## config.mk

```make
export PLATFORM = sky130hd
export DESIGN_NAME = mips_mul_div
export DESIGN_NICKNAME = d
export VERILOG_FILES = /design/src/rtl/mips_pkg.sv /design/src/rtl/mips_sign_fix.sv /design/src/rtl/mips_mul_div.sv
export SDC_FILE = /design/constraint.sdc
export NUM_CORES = 1
export LEC_CHECK = 0
export ABC_CLOCK_PERIOD_IN_PS = 3130
export CAP_MARGIN = 0
export CORE_ASPECT_RATIO = 1.4
export CORE_MARGIN = 4
export CORE_UTILIZATION = 54
export DETAILED_ROUTE_END_ITERATION = 10
export GPL_TIMING_DRIVEN = 0
export PLACE_DENSITY = 0.77
export REMOVE_ABC_BUFFERS = 1
export SLEW_MARGIN = 30
export SYNTH_ARGS = -nofsm -noshare
export SYNTH_HDL_FRONTEND = slang
export SYNTH_HIERARCHICAL = 1
export SYNTH_SLANG_ARGS = --single-unit
```

## constraint.sdc

```tcl
create_clock -name i_clk -period 3.13 [get_ports i_clk]
set_input_delay 0.939 -clock i_clk [delete_from_list [all_inputs] [get_ports i_clk]]
set_output_delay 0.939 -clock i_clk [all_outputs]
set_load 0.01 [all_outputs]
```

## src/rtl/mips_pkg.sv

```systemverilog
// Shared encodings and helpers for the MIPS multiply/divide unit.
package mips_pkg;

    localparam int unsigned XLEN_DEFAULT = 32;

    typedef enum logic [1:0] {
        OP_MULT  = 2'd0,
        OP_MULTU = 2'd1,
        OP_DIV   = 2'd2,
        OP_DIVU  = 2'd3
    } op_e;

    typedef enum logic [1:0] {
        S_IDLE = 2'd0,
        S_CALC = 2'd1,
        S_FIX  = 2'd2
    } state_e;

    // Context latched at launch and consumed by the final correction step.
    typedef struct packed {
        logic is_div;
        logic neg_q;
        logic neg_r;
        logic div_zero;
    } op_ctx_t;

    function automatic logic op_is_signed(input op_e op);
        return (op == OP_MULT) || (op == OP_DIV);
    endfunction

    function automatic logic op_is_div(input op_e op);
        return (op == OP_DIV) || (op == OP_DIVU);
    endfunction

endpackage

```

## src/rtl/mips_sign_fix.sv

```systemverilog
// Conditional two's-complement negate of a W-bit value.
module mips_sign_fix #(
    parameter int unsigned W = 32
) (
    input  logic         neg,
    input  logic [W-1:0] din,
    output logic [W-1:0] dout_c
);

    always_comb begin
        dout_c = neg ? (~din + W'(1)) : din;
    end

endmodule

```

## src/rtl/mips_mul_div.sv

```systemverilog
// Iterative MULT/MULTU/DIV/DIVU unit owning the HI/LO registers.
// Define MIPS_MDU_FAST_MUL_EN for a single-cycle combinational multiply path.
module mips_mul_div
    import mips_pkg::*;
#(
    parameter int unsigned XLEN = XLEN_DEFAULT
) (
    input  logic            i_clk,
    input  logic            i_rst_n,
    input  logic            i_start,
    input  logic [1:0]      i_op,
    input  logic [XLEN-1:0] i_rs,
    input  logic [XLEN-1:0] i_rt,
    input  logic            i_hi_we,
    input  logic            i_lo_we,
    input  logic [XLEN-1:0] i_wdata,
    output logic [XLEN-1:0] o_hi,
    output logic [XLEN-1:0] o_lo,
    output logic            o_busy,
    output logic            o_done
);

    localparam int unsigned CNT_W = $clog2(XLEN) + 1;
    localparam int unsigned DW    = 2 * XLEN;

    state_e          state, state_nx;
    logic [CNT_W-1:0] cnt, cnt_nx;
    logic [XLEN-1:0] acc_hi, acc_hi_nx;
    logic [XLEN-1:0] acc_lo, acc_lo_nx;
    logic [XLEN-1:0] opnd, opnd_nx;
    op_ctx_t         ctx, ctx_nx;
    logic [XLEN-1:0] hi_nx, lo_nx;
    logic            busy_nx, done_nx;

    op_e             op_w;
    logic            sign_a_w, sign_b_w;
    logic [XLEN-1:0] mag_a_w, mag_b_w;
    logic [DW-1:0]   prod_fix_w;
    logic [XLEN-1:0] quo_fix_w, rem_fix_w;

    logic [XLEN:0]   mul_sum_w;
    logic [XLEN:0]   div_shift_w;
    logic            div_ge_w;
    logic [XLEN-1:0] div_sub_w;

    always_comb begin
        op_w     = op_e'(i_op);
        sign_a_w = op_is_signed(op_w) & i_rs[XLEN-1];
        sign_b_w = op_is_signed(op_w) & i_rt[XLEN-1];
    end

    mips_sign_fix #(.W(XLEN)) u_mag_a (.neg(sign_a_w), .din(i_rs), .dout_c(mag_a_w));
    mips_sign_fix #(.W(XLEN)) u_mag_b (.neg(sign_b_w), .din(i_rt), .dout_c(mag_b_w));

    mips_sign_fix #(.W(DW)) u_fix_prod (
        .neg    (ctx.neg_q),
        .din    ({acc_hi, acc_lo}),
        .dout_c (prod_fix_w)
    );
    mips_sign_fix #(.W(XLEN)) u_fix_quo (.neg(ctx.neg_q), .din(acc_lo), .dout_c(quo_fix_w));
    mips_sign_fix #(.W(XLEN)) u_fix_rem (.neg(ctx.neg_r), .din(acc_hi), .dout_c(rem_fix_w));

    // One radix-2 step: shift-add multiply or restoring divide.
    always_comb begin
        mul_sum_w   = {1'b0, acc_hi} + (acc_lo[0] ? {1'b0, opnd} : (XLEN+1)'(0));
        div_shift_w = {acc_hi, acc_lo[XLEN-1]};
        div_ge_w    = div_shift_w >= {1'b0, opnd};
        div_sub_w   = div_shift_w[XLEN-1:0] - opnd;
    end

`ifdef MIPS_MDU_FAST_MUL_EN
    logic [DW-1:0] fast_prod_w;
    always_comb begin
        fast_prod_w = DW'(mag_a_w) * DW'(mag_b_w);
    end
`endif

    // Next-state and datapath control.
    always_comb begin
        state_nx  = state;
        cnt_nx    = cnt;
        acc_hi_nx = acc_hi;
        acc_lo_nx = acc_lo;
        opnd_nx   = opnd;
        ctx_nx    = ctx;
        hi_nx     = o_hi;
        lo_nx     = o_lo;
        done_nx   = 1'b0;

        unique case (state)
            S_IDLE: begin
                if (i_hi_we) hi_nx = i_wdata;
                if (i_lo_we) lo_nx = i_wdata;
                if (i_start) begin
                    ctx_nx.is_div   = op_is_div(op_w);
                    ctx_nx.neg_q    = sign_a_w ^ sign_b_w;
                    ctx_nx.neg_r    = sign_a_w;
                    ctx_nx.div_zero = (i_rt == '0);
                    cnt_nx          = CNT_W'(XLEN);
                    acc_hi_nx       = '0;
                    if (op_is_div(op_w)) begin
                        acc_lo_nx = mag_a_w;
                        opnd_nx   = mag_b_w;
                        state_nx  = S_CALC;
                    end else begin
`ifdef MIPS_MDU_FAST_MUL_EN
                        {acc_hi_nx, acc_lo_nx} = fast_prod_w;
                        opnd_nx                = mag_a_w;
                        state_nx               = S_FIX;
`else
                        acc_lo_nx = mag_b_w;
                        opnd_nx   = mag_a_w;
                        state_nx  = S_CALC;
`endif
                    end
                end
            end
            S_CALC: begin
                cnt_nx = cnt - CNT_W'(1);
                if (ctx.is_div) begin
                    if (div_ge_w) begin
                        acc_hi_nx = div_sub_w;
                        acc_lo_nx = {acc_lo[XLEN-2:0], 1'b1};
                    end else begin
                        acc_hi_nx = div_shift_w[XLEN-1:0];
                        acc_lo_nx = {acc_lo[XLEN-2:0], 1'b0};
                    end
                end else begin
                    acc_hi_nx = mul_sum_w[XLEN:1];
                    acc_lo_nx = {mul_sum_w[0], acc_lo[XLEN-1:1]};
                end
                if (cnt == CNT_W'(1)) state_nx = S_FIX;
            end
            S_FIX: begin
                // A zero divisor leaves the dividend in the remainder path, so HI returns rs.
                if (ctx.is_div) begin
                    hi_nx = rem_fix_w;
                    lo_nx = ctx.div_zero ? '1 : quo_fix_w;
                end else begin
                    {hi_nx, lo_nx} = prod_fix_w;
                end
                done_nx  = 1'b1;
                state_nx = S_IDLE;
            end
            default: begin
                state_nx = S_IDLE;
            end
        endcase

        busy_nx = (state_nx != S_IDLE);
    end

    always_ff @(posedge i_clk) begin
        if (!i_rst_n) begin
            state  <= S_IDLE;
            cnt    <= '0;
            acc_hi <= '0;
            acc_lo <= '0;
            opnd   <= '0;
            ctx    <= '0;
            o_hi   <= '0;
            o_lo   <= '0;
            o_busy <= 1'b0;
            o_done <= 1'b0;
        end else begin
            state  <= state_nx;
            cnt    <= cnt_nx;
            acc_hi <= acc_hi_nx;
            acc_lo <= acc_lo_nx;
            opnd   <= opnd_nx;
            ctx    <= ctx_nx;
            o_hi   <= hi_nx;
            o_lo   <= lo_nx;
            o_busy <= busy_nx;
            o_done <= done_nx;
        end
    end

endmodule

```

==> flow_summary.yaml, run 1 <==
placement:
  dp_slack_ns: -1.18
  port_buffers: 168
  detailed_place_hpwl_um: 43100
  gp_congestion: 0.992
  placed_cells: 2628
worst_hold_path:
  hp-class: "flop to flop"
  min_to: "cnt[1]"
  min_path_cells: 2
  hold_start: "cnt[1]"
route:
  vias: 17900
  wirelength_um: 59400
  dr.pass1.iters: 5
  first_iter_violations: 1506
  ant_nets: 0
  viasPerCell: 6.63
  drt-wirelength-per-cell_um: 22.0
  drc_errors: 0
sta:
  relSlewSlack: 0.429
  setup_violations: 5
  rsz0062_at_grt: "yes"
  clock.fmax_mhz: 306
  finalHoldViolations: 0
  period_minus_slack_ns: 3.27
  fin_ws_ns: -0.141
  hold_ws_ns: 0.483
  finClkSkew_ns: 0.0209
  worst_pin_slew_ns: 0.851
  slew_viol_final: 0
  post-route-period-util: 1.05
clock_tree:
  clockBufferDepth: 2
  cts_tree: "yes"
  cts_sinks: 174
  cts_made_buffers: 17
  clock_latency_ns: 0.47
  clk_pin_slew_ns: 0.07
  cts_hold_buf: 0
  cts_root_buffer: "clkbuf_16"
  cts-htree-levels: 4
logic_synthesis:
  synth_cells: 2181
  ys_async_sr_fraction: 0
  synth_area_per_cell_um2: 7.87
  yosysWarnings: 6
  synth_cell_type_count: 98
  ys_seq_elements: 174
  synth_seq_area_share: 0.203
  synth_edf_count: 0
  syn_area_um2: 17200
  synth_flop_cell: "dfxtp_1"
worst_setup_path:
  worstPathCellList: "buf_16 -> and2_1 -> ha_4 -> o211ai_1 -> a21oi_4 -> o211ai_1 -> a31oi_4 -> buf_4 -> buf_6 -> o211ai_1 -> nand2_1 -> a31oi_2 -> mux2i_1 -> a32o_1"
  critPathSlowestCell: "o211ai_1"
  cp.required_ns: 3.48
  cp_common_cell: "o211ai_1"
  path_class: "flop to flop"
  end_kind: "flop"
  r2r_slack_ns: -0.14
  path_max_fanout: 16
  reg2reg_depth: 14
  critPathArrivalTime_ns: 3.62
  start_kind: "flop"
  r2r-start: "acc_lo[0]"
  reg2reg_to: "acc_hi[29]"
  critical-path-max-stage-delay_ns: 0.38
global_route:
  grt_pass1_vias: 16900
  grt_overflow_total: 0
  antenna_found_initial: 1
  grt_start_max_net_pins: 109
  track_usage: 0.329
  grt_pass1_wl_um: 90900
final_layout:
  syn2layout_area_growth_pct: 21.7
  antennaDiodeCount: 0
  final_net_count: 2468
  drive_gt1_frac: 0.152
  nFillCells: 2638
  fin_cells: 2700
  fin_util: 0.663
floorplanning:
  pin_count: 169
  fp.dieW_um: 159
  start_util: 0.545
  placeableCoreArea_um2: 31500
  die_h_um: 219
  die_area_um2: 34700
  std_cell_rows: 77
status:
  violations: "negative setup slack"
  run_status: "finished, violations left"
power_and_ir_drop:
  peakVddDrop_uv: 415
  p_leak_nw: 7.79
  power_density_nw_per_um2: 378
flow_run:
  drv_cap: 0
[how the worst max path moves through the flow]
| stage | startpoint | end | slack (ns) | depth (start not counted) |
|---|---|---|---|---|
| 2_1_floorplan | ctx[3] | acc_lo[23] | -1.65 | 5 |
| 3_3_place_gp | ctx[3] | acc_hi[28] | -4.89 | 4 |
| 3_5_place_dp | acc_lo[0] | acc_hi[31] | -1.18 | 14 |
| 4_1_cts | acc_lo[0] | acc_hi[16] | -0.005 | 13 |
| 5_1_grt | acc_lo[0] | acc_hi[29] | -0.27 | 16 |
| 6_report | acc_lo[0] | acc_hi[29] | -0.14 | 14 |
[cells by family after synthesis]
kind of cell	share of synthesized area
buffers and inverters	0.0470
muxes	0.0632
and+or+nand+nor	0.223
DFF	0.203
adders and majority gates	0.0541
AOI/OAI and AO/OA	0.292
xor gates and xnor gates	0.117
[synthesized netlist by cell type (12+ instances only)]
library cell	number	area, um^2
nand3_1	23	115
o21ai_0	90	450
inv_1	60	225
clkbuf_1	93	349
nor2_1	202	758
nor3_1	25	125
mux2i_1	69	691
xor2_1	21	184
or3_1	17	106
xnor2_1	209	1830
mux2_2	35	394
nor4_4	17	362
or2_2	12	75.1
a21oi_1	172	861
o31ai_1	56	420
a211oi_1	104	781
a22oi_1	14	105
o21bai_1	12	90.1
nand4_1	23	144
a31oi_1	14	87.6
a21o_1	33	248
nor4_1	22	138
o41ai_1	29	254
nand2b_1	25	156
a311oi_1	32	280
buf_1	21	78.8
o41ai_2	20	325
dfxtp_1	174	3480
o21ai_1	25	125
o221ai_1	36	315
nor2b_1	35	219
and2_1	48	300
nand2_1	185	694
ha_1	71	888
[report_power, final]
| part | switching, mW | total, mW | internal (mW) | leakage, nW |
|---|---|---|---|---|
| clock network | 1.02 | 2.24 | 1.22 | 0.288 |
| logic | 1.63 | 2.92 | 1.29 | 6.05 |
| registers | 0.337 | 2.72 | 2.39 | 1.45 |
| total | 2.99 | 7.88 | 4.90 | 7.79 |
[worst max-delay path: cells and delay by family, from the launching register on]
kind / cells / cell delay, ns
compound gates: 7 / 1.64
buf+inv: 3 / 0.43
flops: 1 / 0.37
simple gates: 2 / 0.36
fa+ha+maj: 1 / 0.24
mux: 1 / 0.10
[metal layers]
layer	vias to the layer above	track usage	wire length, um
li1	8363	-	-
met1	8533	0.397	22900
met2	781	0.559	29000
met3	221	0.0326	3470
met4	0	0.193	3940
met5	-	0	0
[repair_timing]
action | CTS | global route
gates resized for setup | 68 | 93
buffers inserted | 11 | 28
cloned | 1 | 0
endpoints found under the setup margin | 42 | 67
pin swaps | 17 | 28
[registers in the layout, indices dropped and copies added (netlist names), 2 cells and up]
signal  flops
ctx         4
o_hi       32
opnd       32
acc_hi     32
cnt         6
o_lo       32
acc_lo     32
state       2
[stage by stage]
stage          instance area, um^2  total power [mW]  TNS (ns)
2_1_floorplan                16600              4.45   -143.90
5_1_grt                      20900              8.24     -1.14
4_1_cts                      20200              7.71  -0.00497
6_report                     20900              7.88    -0.193
3_5_place_dp                 19300              5.43    -29.81
3_3_place_gp                 18800              5.32   -500.25
[cell usage in the layout, fill, tap and decap left out, drive strengths merged, types with 69 or more instances in the layout]
cell	count
xnor2	209
nor2	204
nand2	185
dfxtp	174
a21oi	173
clkdlybuf4s50	167
o21ai	116
a211oi	105
ha	71
mux2i	69
[area by class of cell]
type | count | area (um^2) | share of cell area
Inverter | 61 | 236 | 0.0113
Sequential cell | 174 | 3550 | 0.170
Timing Repair Buffer | 225 | 2490 | 0.119
Clock inverter | 12 | 149 | 0.00713
Clock buffer | 20 | 447 | 0.0214
Tap cell | 395 | 494 | 0.0237
Multi-Input combinational cell | 1813 | 13500 | 0.647
No activity file was read; power rests on OpenSTA's default activity.
==> run 2, diff against run 1 <==
- CAP_MARGIN: 0 -> default
- CORE_UTILIZATION: 54 -> 49
- PLACE_DENSITY: 0.77 -> 0.71
- RECOVER_POWER: default -> 100
==> run 2 against run 1 <==
  * Design area is 0.29% lower
  * Die area increased by 9.7%
  * Largest power group unchanged
  * Via count decreased by 1.6%
  * The run still ends with negative setup slack left
  * Largest cell class unchanged
==> flow_summary.yaml, run 2 (synthesis results as in run 1) <==
clock_tree:
  cts_made_buffers: 17
  cts_tree: "yes"
  clk_pin_slew_ns: 0.07
  clock_latency_ns: 0.47
  cts-htree-levels: 4
  cts_root_buffer: "clkbuf_16"
  clockBufferDepth: 2
  cts_hold_buf: 0
  cts_sinks: 174
sta:
  rsz0062_at_grt: "yes"
  finClkSkew_ns: 0.0120
  post-route-period-util: 1.03
  worst_pin_slew_ns: 1.31
  relSlewSlack: 0.124
  period_minus_slack_ns: 3.21
  clock.fmax_mhz: 311
  fin_ws_ns: -0.0822
  setup_violations: 5
  hold_ws_ns: 0.484
  finalHoldViolations: 0
  slew_viol_final: 0
route:
  drc_errors: 0
  dr.pass1.iters: 5
  wl_met1_um: 23500
  ant_nets: 0
  dr.max_layer_used: "met4"
  viasPerCell: 6.38
  wirelength_um: 59900
  drt-wirelength-per-cell_um: 21.7
  first_iter_violations: 1426
  vias: 17600
  met3WireLength_um: 3400
  route.met2.wl_um: 29600
power_and_ir_drop:
  p_leak_nw: 7.87
  peakVddDrop_uv: 360
  power_density_nw_per_um2: 373
  power_mw: 7.77
floorplanning:
  die_h_um: 229
  std_cell_rows: 80
  fp.dieW_um: 166
  pin_count: 169
  die_area_um2: 38100
  placeableCoreArea_um2: 34300
  start_util: 0.500
global_route:
  grt_overflow_total: 0
  track_usage: 0.294
  antenna_found_initial: 0
  grt_start_max_net_pins: 72
  grt_pass1_wl_um: 91200
  grt_pass1_vias: 16800
worst_hold_path:
  hold_start: "o_hi[7]"
  min_to: "o_hi[7]"
  min_path_cells: 2
  hp-class: "flop to flop"
worst_setup_path:
  start_kind: "flop"
  cp.required_ns: 3.48
  reg2reg_depth: 12
  r2r_slack_ns: -0.08
  critPathArrivalTime_ns: 3.56
  end_kind: "flop"
  r2r-start: "acc_lo[0]"
  path_max_fanout: 8
  reg2reg_to: "acc_hi[27]"
  path_class: "flop to flop"
final_layout:
  antennaDiodeCount: 0
  syn2layout_area_growth_pct: 21.3
  layout_common_cells: "xnor2_1, nor2_1, nand2_1, a21oi_1, dfxtp_1"
  final_common_cell: "xnor2_1"
  post-route-cell-area_um2: 20800
  drive_gt1_frac: 0.149
  final_net_count: 2472
  fin_cells: 2760
placement:
  detailed_place_hpwl_um: 44500
  dpl_cell_area_um2: 19400
  port_buffers: 168
  gp_congestion: 0.974
  dp_slack_ns: -1.17
  placed_cells: 2685
flow_run:
  drv_cap: 0
status:
  violations: "negative setup slack"
  run_status: "finished, violations left"
[run 2: cell types whose count changed in the layout (fill, tap and decap cells not counted), sizes merged, moves of 2 or more]
cell / delta
clkdlybuf4s50: -41
bufinv: -2
clkinv: +3
inv: +2
dlygate4sd3: +40
[run 2: worst max-delay path: stages (launching register included)]
cell	delay, ns
dfxtp_4	0.40
clkbuf_16	0.18
and2_1	0.15
ha_1	0.45
nand2_1	0.17
nor3_4	0.21
o211ai_1	0.20
a31oi_2	0.27
o211ai_1	0.18
a211oi_2	0.36
o21a_1	0.18
o21ai_1	0.07
a32o_1	0.27
[run 2: final cells by class]
cell class,count,area (um^2)
multi-input combinational,1814,13400
clock inverter,14,146
timing repair buffer,228,2470
tap,451,564
sequential,174,3550
clock buffer,18,439
fill,3067,13500
inverter,61,236
[run 2: power breakdown]
part	leakage, nW	switching (mW)	internal [mW]
clock network	0.290	1.09	1.09
logic	6.12	1.61	1.26
registers	1.45	0.339	2.39
[run 2: how the worst max path moves through the flow]
stage / startpoint / slack [ns] / end / depth (start not counted)
6_report: acc_lo[0] / -0.08 / acc_hi[27] / 12
5_1_grt: acc_lo[0] / -0.19 / acc_hi[30] / 12
4_1_cts: acc_lo[0] / -0.01 / acc_hi[27] / 13
3_5_place_dp: acc_lo[0] / -1.17 / acc_hi[31] / 14
3_3_place_gp: ctx[3] / -5.28 / acc_hi[28] / 4
2_1_floorplan: ctx[3] / -1.65 / acc_lo[23] / 5
[run 2: stage by stage]
stage / util / setup TNS, ns
2_1_floorplan: - / -143.90
3_3_place_gp: 0.548 / -546.46
3_5_place_dp: 0.564 / -34.20
4_1_cts: 0.590 / -0.0183
5_1_grt: 0.606 / -1.23
6_report: 0.606 / -0.184
[run 2: repair_timing]
action	CTS	global route
pin swaps	15	28
gates resized for setup	59	86
gates cloned	1	2
endpoints found under the hold margin	0	0
setup buffers	12	28
endpoints found under the setup margin	46	64
[run 2: per-layer routing]
| layer | track usage | vias up |
|---|---|---|
| li1 | - | 8373 |
| met1 | 0.350 | 8425 |
| met2 | 0.519 | 648 |
| met3 | 0.0292 | 165 |
| met4 | 0.162 | 0 |
| met5 | 0 | - |
